**src/rtl/complex_alu_seq.sv**
```systemverilog
// complex_alu_seq: sequential complex-number ALU.
// Computes (a+bi) op (c+di) for add, sub, mul and conjugate-mul (a+bi)(c-di).
// Add/sub take one execute cycle. Mul/conj time-share one signed WxW multiplier
// over four cycles. Results are held until the consumer takes them.
//
// Ports:
//   clk                  rising-edge clock
//   rst                  asynchronous active-high reset
//   in_valid / in_ready  operand handshake (in_ready high only in IDLE)
//   opcode               00 add, 01 sub, 10 mul, 11 conj-mul
//   a, b, c, d           signed operands: op1 = a+bi, op2 = c+di
//   out_valid/out_ready  result handshake
//   result_r, result_i   signed real / imaginary result, RW = 2W+1 bits
module complex_alu_seq #(
  parameter  int unsigned W  = 4,
  localparam int unsigned RW = 2*W + 1
) (
  input  logic                 clk,
  input  logic                 rst,
  input  logic                 in_valid,
  output logic                 in_ready,
  input  logic [1:0]           opcode,
  input  logic signed [W-1:0]  a,
  input  logic signed [W-1:0]  b,
  input  logic signed [W-1:0]  c,
  input  logic signed [W-1:0]  d,
  output logic                 out_valid,
  input  logic                 out_ready,
  output logic signed [RW-1:0] result_r,
  output logic signed [RW-1:0] result_i
);

  localparam int unsigned PW = 2*W;

  typedef enum logic [1:0] {
    S_IDLE   = 2'd0,
    S_ADDSUB = 2'd1,
    S_MUL    = 2'd2,
    S_DONE   = 2'd3
  } state_t;

  state_t               state;
  logic [1:0]           step;
  logic [1:0]           op_q;
  logic signed [W-1:0]  a_q, b_q, c_q, d_q;
  logic signed [RW-1:0] acc_r, acc_i;

  logic signed [W-1:0]  mul_x_c, mul_y_c;
  logic signed [PW-1:0] prod_c;
  logic signed [RW-1:0] prod_ext_c;
  logic signed [RW-1:0] acc_base_c, acc_next_c;
  logic                 acc_sub_c;
  logic signed [RW-1:0] a_ext_c, b_ext_c, c_ext_c, d_ext_c;
  logic signed [RW-1:0] addsub_r_c, addsub_i_c;

  // Ready is a pure state decode, so there is no path from in_valid.
  assign in_ready = (state == S_IDLE);

  // Operand select for the shared multiplier: ac, bd, bc, ad.
  always_comb begin
    mul_x_c = a_q;
    mul_y_c = c_q;
    case (step)
      2'd0: begin mul_x_c = a_q; mul_y_c = c_q; end
      2'd1: begin mul_x_c = b_q; mul_y_c = d_q; end
      2'd2: begin mul_x_c = b_q; mul_y_c = c_q; end
      2'd3: begin mul_x_c = a_q; mul_y_c = d_q; end
      default: begin mul_x_c = a_q; mul_y_c = c_q; end
    endcase
  end

  assign prod_c     = PW'(mul_x_c) * PW'(mul_y_c);
  assign prod_ext_c = RW'(prod_c);

  // Step1 subtracts for mul, adds for conj; step3 is the opposite.
  assign acc_sub_c  = (step == 2'd1) ? ~op_q[0] : op_q[0];
  assign acc_base_c = step[1] ? acc_i : acc_r;
  assign acc_next_c = acc_sub_c ? (acc_base_c - prod_ext_c) : (acc_base_c + prod_ext_c);

  // Sign-extended add/sub datapath.
  assign a_ext_c    = RW'(a_q);
  assign b_ext_c    = RW'(b_q);
  assign c_ext_c    = RW'(c_q);
  assign d_ext_c    = RW'(d_q);
  assign addsub_r_c = op_q[0] ? (a_ext_c - c_ext_c) : (a_ext_c + c_ext_c);
  assign addsub_i_c = op_q[0] ? (b_ext_c - d_ext_c) : (b_ext_c + d_ext_c);

  // Control FSM with registered datapath and outputs.
  always_ff @(posedge clk or posedge rst) begin
    if (rst) begin
      state     <= S_IDLE;
      step      <= 2'd0;
      op_q      <= 2'd0;
      a_q       <= '0;
      b_q       <= '0;
      c_q       <= '0;
      d_q       <= '0;
      acc_r     <= '0;
      acc_i     <= '0;
      result_r  <= '0;
      result_i  <= '0;
      out_valid <= 1'b0;
    end else begin
      case (state)
        S_IDLE: begin
          if (in_valid) begin
            op_q  <= opcode;
            a_q   <= a;
            b_q   <= b;
            c_q   <= c;
            d_q   <= d;
            step  <= 2'd0;
            state <= opcode[1] ? S_MUL : S_ADDSUB;
          end
        end
        S_ADDSUB: begin
          result_r  <= addsub_r_c;
          result_i  <= addsub_i_c;
          out_valid <= 1'b1;
          state     <= S_DONE;
        end
        S_MUL: begin
          step <= step + 2'd1;
          case (step)
            2'd0: acc_r <= prod_ext_c;
            2'd1: begin
              acc_r    <= acc_next_c;
              result_r <= acc_next_c;
            end
            2'd2: acc_i <= prod_ext_c;
            2'd3: begin
              acc_i     <= acc_next_c;
              result_i  <= acc_next_c;
              out_valid <= 1'b1;
              state     <= S_DONE;
            end
            default: step <= 2'd0;
          endcase
        end
        S_DONE: begin
          if (out_ready) begin
            out_valid <= 1'b0;
            state     <= S_IDLE;
          end
        end
        default: begin
          out_valid <= 1'b0;
          state     <= S_IDLE;
        end
      endcase
    end
  end

endmodule

```
**config.mk**
```make
export PLATFORM = sky130hd
export DESIGN_NAME = complex_alu_seq
export DESIGN_NICKNAME = d
export VERILOG_FILES = /design/src/rtl/complex_alu_seq.sv
export SDC_FILE = /design/constraint.sdc
export NUM_CORES = 1
export LEC_CHECK = 0
export CORE_UTILIZATION = 55
export CTS_CLUSTER_DIAMETER = 30
export DETAILED_ROUTE_END_ITERATION = 16
export PLACE_DENSITY = 0.89
export SLEW_MARGIN = 20
export SYNTH_ARGS = -nofsm -noshare
export SYNTH_HDL_FRONTEND = slang
export SYNTH_SLANG_ARGS = --single-unit
```
**constraint.sdc**
```tcl
create_clock -name clk -period 16.7 [get_ports clk]
set_clock_uncertainty 0.1 [all_clocks]
set_input_delay 3.34 -clock clk [delete_from_list [all_inputs] [get_ports clk]]
set_output_delay 3.34 -clock clk [all_outputs]
set_load 0.1 [all_outputs]
```
==> reports/metrics.cfg, run 1 <==
[cts]
clock_latency_ns=0.34
cts_buffer_depth=2
cts_hold_buf=0
post_cts_buffers=0
cts_tree=yes
cts-root-buf=clkbuf_8
clock-sinks=58
htree_levels=3
cts_inserted_buffers=9
cts_resized=0
clkTransAtPathRegs_ns=0.07

[place]
hpwl_mm=7.59
gp_congestion=0.948
postPlaceCellArea_um2=4880
port_buffers=41
dp.cells=588

[status]
status=finished, final reports clean

[floorplan]
row_count=32
dieArea_um2=8350
die_width_um=91.4
initial_core_util=0.568
core_um2=7730
die_h_um=91.4
io-pin-count=42

[layout]
drive_gt1_frac=0.114
nFillCells=584
final_nets=572
final_common_cell=dfrtp_1
syn_to_final_growth_pct=14.8
postLayoutCoreUtil=0.653
final_cell_area_um2=5040
num_antenna_cells=0
mostFrequentLayoutCells=dfrtp_1, nor2_1, ha_1, clkdlybuf4s50_1, nand2_1
instances_no_fill=603

[sta]
grt_setup_unrepaired=false
drv_slew=0
setup_viol=0
fin_setup_tns_ns=0
slew_headroom=0.304
worst_pin_slew_ns=1.04
timing.final.crit_share=0.444
hold_violations=0
fmax_mhz=135
min_period_ns=7.42

[synthesis]
synth_top_family_by_area=adder cells
synth_area_um2=4390
syn_nets=533
synth_cell_types=52
synth-simple-area-share=0.130
synth-edff-count=0
synth_compound_area_frac=0.144
syn_inst=458
yosys_register_bits=58
synthAdderAreaFrac=0.172
synthXorXnorAreaFrac=0.0689
yosysWarnings=0
synthArstFlopShare=1.00
muxShareOfSynthArea=0.112
syn_area_per_cell_um2=9.59
ys_seq_area_frac=0.330
synth-main-ff-cell=dfrtp_1

[detailed_routing]
viasPerCell=5.76
ant_nets=0
vias=3475
drc=0
dr.pass1.iters=5
wl_per_cell_um=16.6
drt_wl_total_mm=10.0
drtIter0Drc=214

[worst_setup_path]
crit_buf_inv=4
crit_chain=inv_1, ha_1, nor2_1, mux2i_1, nand2b_1, fa_1, fa_1, fa_1, inv_1, ha_1, inv_1, fa_1, inv_1, a21o_1, a21oi_1, xnor3_1, xnor2_1, ha_1, a211o_1, nand2_1, o211ai_4, and4bb_2, nor4_2, a21oi_1
crit_type=flop to flop
slowest_stage=dfrtp_1
ff2ff_setup_slack_ns=9.28
crit_arrival_ns=7.52
critPathMaxFanout=21
cp_top_family=adder cells
critPathLaunchType=flop
crit_path_max_incr_delay_ns=0.76
worstPathRequired_ns=16.80
critPathCaptureType=flop

[job]
drv_cap=0

[worst_hold_path]
min_path_type=flop to flop

[grt]
grt_pass1_wl_mm=17.2
grt.total_usage=0.262
antenna_found_initial=0
grt_pass1_vias=3625
grt_max_degree=59
grt.overflow.total=0

## worst paths after layout
path                                       from                      end  cells past startpoint
max                         step[1]$_DFFE_PP0P_  result_i[8]$_DFFE_PP0P_                     24
min                        acc_r[1]$_DFFE_PP0P_     acc_r[1]$_DFFE_PP0P_                      2
max reg2reg                 step[1]$_DFFE_PP0P_  result_i[8]$_DFFE_PP0P_                     24
min reg2reg                acc_r[1]$_DFFE_PP0P_     acc_r[1]$_DFFE_PP0P_                      2
max in group asynchronous                   rst  result_r[8]$_DFFE_PP0P_                      3
min in group asynchronous                   rst       d_q[0]$_DFFE_PP0P_                      3
## state kept, by name, indices dropped and copies added, names as in the netlist
name       cells
op_q           1
c_q            4
acc_i          9
b_q            4
a_q            4
d_q            4
acc_r          9
state          2
step           2
result_i       9
out_valid      1
result_r       9
## worst min-delay path, stage by stage, from the launching register on
cell	delay [ns]
dfrtp_1	0.35
nand2_1	0.05
o21ai_0	0.06
## stage by stage
stage,setup WS (ns),hold WS [ns]
CTS,9.35,0.383
global placement,9.80,0.357
global route,8.79,0.415
finish,9.28,0.380
detailed placement,9.35,0.367
floorplan,10.15,0.344
## logic make-up after synthesis
family          Yosys count
flops                    58
xor+xnor                 33
fa+ha+maj                53
simple gates            118
buf+inv                  48
mux                      45
compound gates          103
## synthesized netlist by cell type, types with 3 or more instances
cell | count | area share
a21o_1 | 8 | 0.014
clkbuf_1 | 10 | 0.0085
nand3_1 | 3 | 0.0034
nand2b_1 | 6 | 0.0085
mux2_2 | 26 | 0.067
a21oi_1 | 34 | 0.039
ha_1 | 41 | 0.12
nor3_1 | 3 | 0.0034
a21boi_1 | 3 | 0.0051
o21a_1 | 3 | 0.0051
fa_1 | 12 | 0.055
nand2_1 | 39 | 0.033
o31ai_1 | 4 | 0.0068
o21ai_0 | 20 | 0.023
mux2i_1 | 17 | 0.039
a31oi_1 | 5 | 0.0071
dfrtp_1 | 58 | 0.33
nor2_1 | 46 | 0.039
o211ai_1 | 4 | 0.0068
nor2b_1 | 5 | 0.0071
inv_1 | 32 | 0.027
o21ai_1 | 10 | 0.011
xor2_1 | 15 | 0.030
xnor2_1 | 17 | 0.034
## area by class of cell
class | instances | area (um^2) | area share
Clock buffer | 9 | 124 | 0.0246
Inverter | 34 | 128 | 0.0253
Multi-Input combinational cell | 352 | 2760 | 0.547
Clock inverter | 6 | 35.0 | 0.00695
Sequential cell | 58 | 1450 | 0.288
Tap cell | 102 | 128 | 0.0253
Timing Repair Buffer | 42 | 418 | 0.0829
## routing by layer
| layer | up-vias | share of wire | global-route usage |
|---|---|---|---|
| met5 | - | 0 | 0 |
| met3 | 26 | 0.044 | 0.0452 |
| met1 | 1673 | 0.42 | 0.327 |
| li1 | 1658 | - | - |
| met2 | 118 | 0.50 | 0.446 |
| met4 | 0 | 0.030 | 0.112 |
Power of run 1 is not shown: default switching activity piles up to over one toggle a cycle in this logic, so the estimate is an artifact.
==> run 2, diff against run 1 <==
--- a/config.mk
+++ b/config.mk
@@ -5,10 +5,10 @@
 export SDC_FILE = /design/constraint.sdc
 export NUM_CORES = 1
 export LEC_CHECK = 0
-export CORE_UTILIZATION = 55
+export CORE_UTILIZATION = 53
 export CTS_CLUSTER_DIAMETER = 30
 export DETAILED_ROUTE_END_ITERATION = 16
-export PLACE_DENSITY = 0.89
+export PLACE_DENSITY = 0.9
 export SLEW_MARGIN = 20
 export SYNTH_ARGS = -nofsm -noshare
 export SYNTH_HDL_FRONTEND = slang
==> constraint.sdc (replaced) <==
create_clock -name clk -period 6.2 [get_ports clk]
set_clock_uncertainty 0.1 [all_clocks]
set_input_delay 1.24 -clock clk [delete_from_list [all_inputs] [get_ports clk]]
set_output_delay 1.24 -clock clk [all_outputs]
set_load 0.1 [all_outputs]
==> reports/metrics.cfg, run 2 (synthesis gave the netlist of run 1 again) <==
[cts]
clock_latency_ns=0.36  ; +0.02 ns
cts_hold_buf=0  ; unchanged
cts-root-buf=clkbuf_8
htree_levels=3  ; unchanged
cts_inserted_buffers=9  ; unchanged
cts_buffer_depth=2  ; unchanged
cts_tree=yes
clock-sinks=58  ; unchanged
clkTransAtPathRegs_ns=0.07  ; about the same

[worst_setup_path]
worstPathRequired_ns=6.32  ; -10.48 ns
critPathCaptureType=flop
crit_arrival_ns=6.10  ; -1.42 ns
slowest_stage=fa_1
r2r_start=step[1]$_DFFE_PP0P_
crit_chain=inv_2, ha_4, nor2_4, mux2i_4, or2_2, fa_1, fa_1, fa_1, inv_1, ha_1, inv_1, fa_2, inv_1, a21o_1, a21oi_1, xnor3_1, xnor2_1, ha_2, a211o_1, nand2_1, o211ai_4, and4bb_2, nor4_4, a21oi_1
crit_path_max_incr_delay_ns=0.52  ; -0.24 ns
cp-startpoint=step[1]$_DFFE_PP0P_
crit_type=flop to flop
critPathMaxFanout=7  ; -67%
critPathLaunchType=flop

[floorplan]
dieArea_um2=8650  ; +3.7%
die_width_um=93.0  ; +1.8%
io-pin-count=42  ; unchanged
row_count=32  ; unchanged
initial_core_util=0.557  ; -0.0115
core_um2=7890  ; +2.1%
die_h_um=93.0  ; +1.8%

[grt]
grt_max_degree=59  ; unchanged
antenna_found_initial=0  ; unchanged
use_met1=0.293  ; -0.0340
grt_pass1_wl_mm=17.3  ; +0.56%
grt_pass1_vias=3755  ; +3.6%
met3_usage=0.0374  ; -0.00783
grt.overflow.total=0  ; unchanged
grt.total_usage=0.258  ; -0.00355
busiest_layer=met2
grtUsageMet2=0.461  ; +0.0151

[detailed_routing]
viasPerCell=5.94  ; +3.1%
ant_nets=0  ; unchanged
drc=0  ; unchanged
dr.pass1.iters=5  ; unchanged
vias=3679  ; +5.9%
wl_per_cell_um=17.4  ; +4.8%
drtIter0Drc=219  ; +2.3%
drt_wl_total_mm=10.8  ; +7.6%

[layout]
multi_input_area_um2=2850  ; +3.3%
postLayoutCoreUtil=0.674  ; +0.0216
instances_no_fill=619  ; +2.7%
num_antenna_cells=0  ; unchanged
nFillCells=561  ; -3.9%
mostFrequentLayoutCells=dfrtp_1, nor2_1, clkdlybuf4s50_1, nand2_1, ha_1
seq_area_um2=1450  ; +0.17%
syn_to_final_growth_pct=21.1
final_nets=587  ; +2.6%
final_common_cell=dfrtp_1
drive_gt1_frac=0.170  ; +0.0564

[place]
port_buffers=41  ; unchanged
dp.cells=600  ; +2.0%
gp_congestion=0.970  ; +2.3%
hpwl_mm=7.66  ; +0.96%

[status]
status=finished, final reports clean

[worst_hold_path]
min_path_type=flop to flop
worstHoldStart=acc_r[3]$_DFFE_PP0P_

[sta]
slew_headroom=0.341  ; +0.0370
min_period_ns=5.98  ; -1.44 ns
hold_violations=0  ; unchanged
drv_slew=0  ; unchanged
setup_viol=0  ; unchanged
timing.final.crit_share=0.964  ; +0.520
fmax_mhz=167  ; +24%
worst_pin_slew_ns=0.986  ; -0.0586 ns

[job]
drv_cap=0  ; unchanged

## run 2: final cells by class
type | count | area share
clock inverter | 4 | 0.0139
tap | 102 | 0.0240
timing repair buffer | 57 | 0.0998
clock buffer | 12 | 0.0292
multi-input combinational | 352 | 0.536
inverter | 34 | 0.0240
sequential | 58 | 0.273
## run 2: timing repair
action                                  in CTS  in global routing
endpoints found under the setup margin       2                  4
gates resized for setup                      1                 15
buffers inserted                             0                  3
pin swaps                                    0                  4
## run 2: routing by layer
layer	routed length, um	up-vias
li1	-	1692
met1	4140	1775
met2	5520	165
met3	569	47
met4	548	0
met5	0	-
## run 2: critical path: cells and delay by family, from the launching register on
family / cells / cell delay [ns]
AOI/OAI and AO/OA: 5 / 0.90
xor gates and xnor gates: 2 / 0.49
adders and majority gates: 7 / 2.37
buffers and inverters: 4 / 0.28
DFF: 1 / 0.45
muxes: 1 / 0.19
and+or+nand+nor: 5 / 1.07
## run 2: metrics by stage
step | instance area, um^2 | setup TNS [ns] | setup WS [ns] | hold WS [ns]
global placement | 4990 | 0 | 0.236 | 0.357
floorplan | 4420 | 0 | 0.0130 | 0.344
finish | 5320 | 0 | 0.220 | 0.384
CTS | 5230 | 0 | 0.00335 | 0.387
global route | 5320 | -0.0306 | -0.0149 | 0.402
detailed placement | 4990 | 0 | 0.0603 | 0.368
## run 2: final timing paths
check | to | slack (ns) | depth (start not counted)
worst max register to register | result_i[8]$_DFFE_PP0P_ | 0.22 | 24
worst min-delay path | acc_r[3]$_DFFE_PP0P_ | 0.38 | 2
worst max-delay path | result_i[8]$_DFFE_PP0P_ | 0.22 | 24
max in group asynchronous | step[0]$_DFFE_PP0P_ | 4.20 | 3
worst min register to register | acc_r[3]$_DFFE_PP0P_ | 0.38 | 2
min in group asynchronous | acc_r[1]$_DFFE_PP0P_ | 1.31 | 3
Power of run 2 is left out for the same reason.
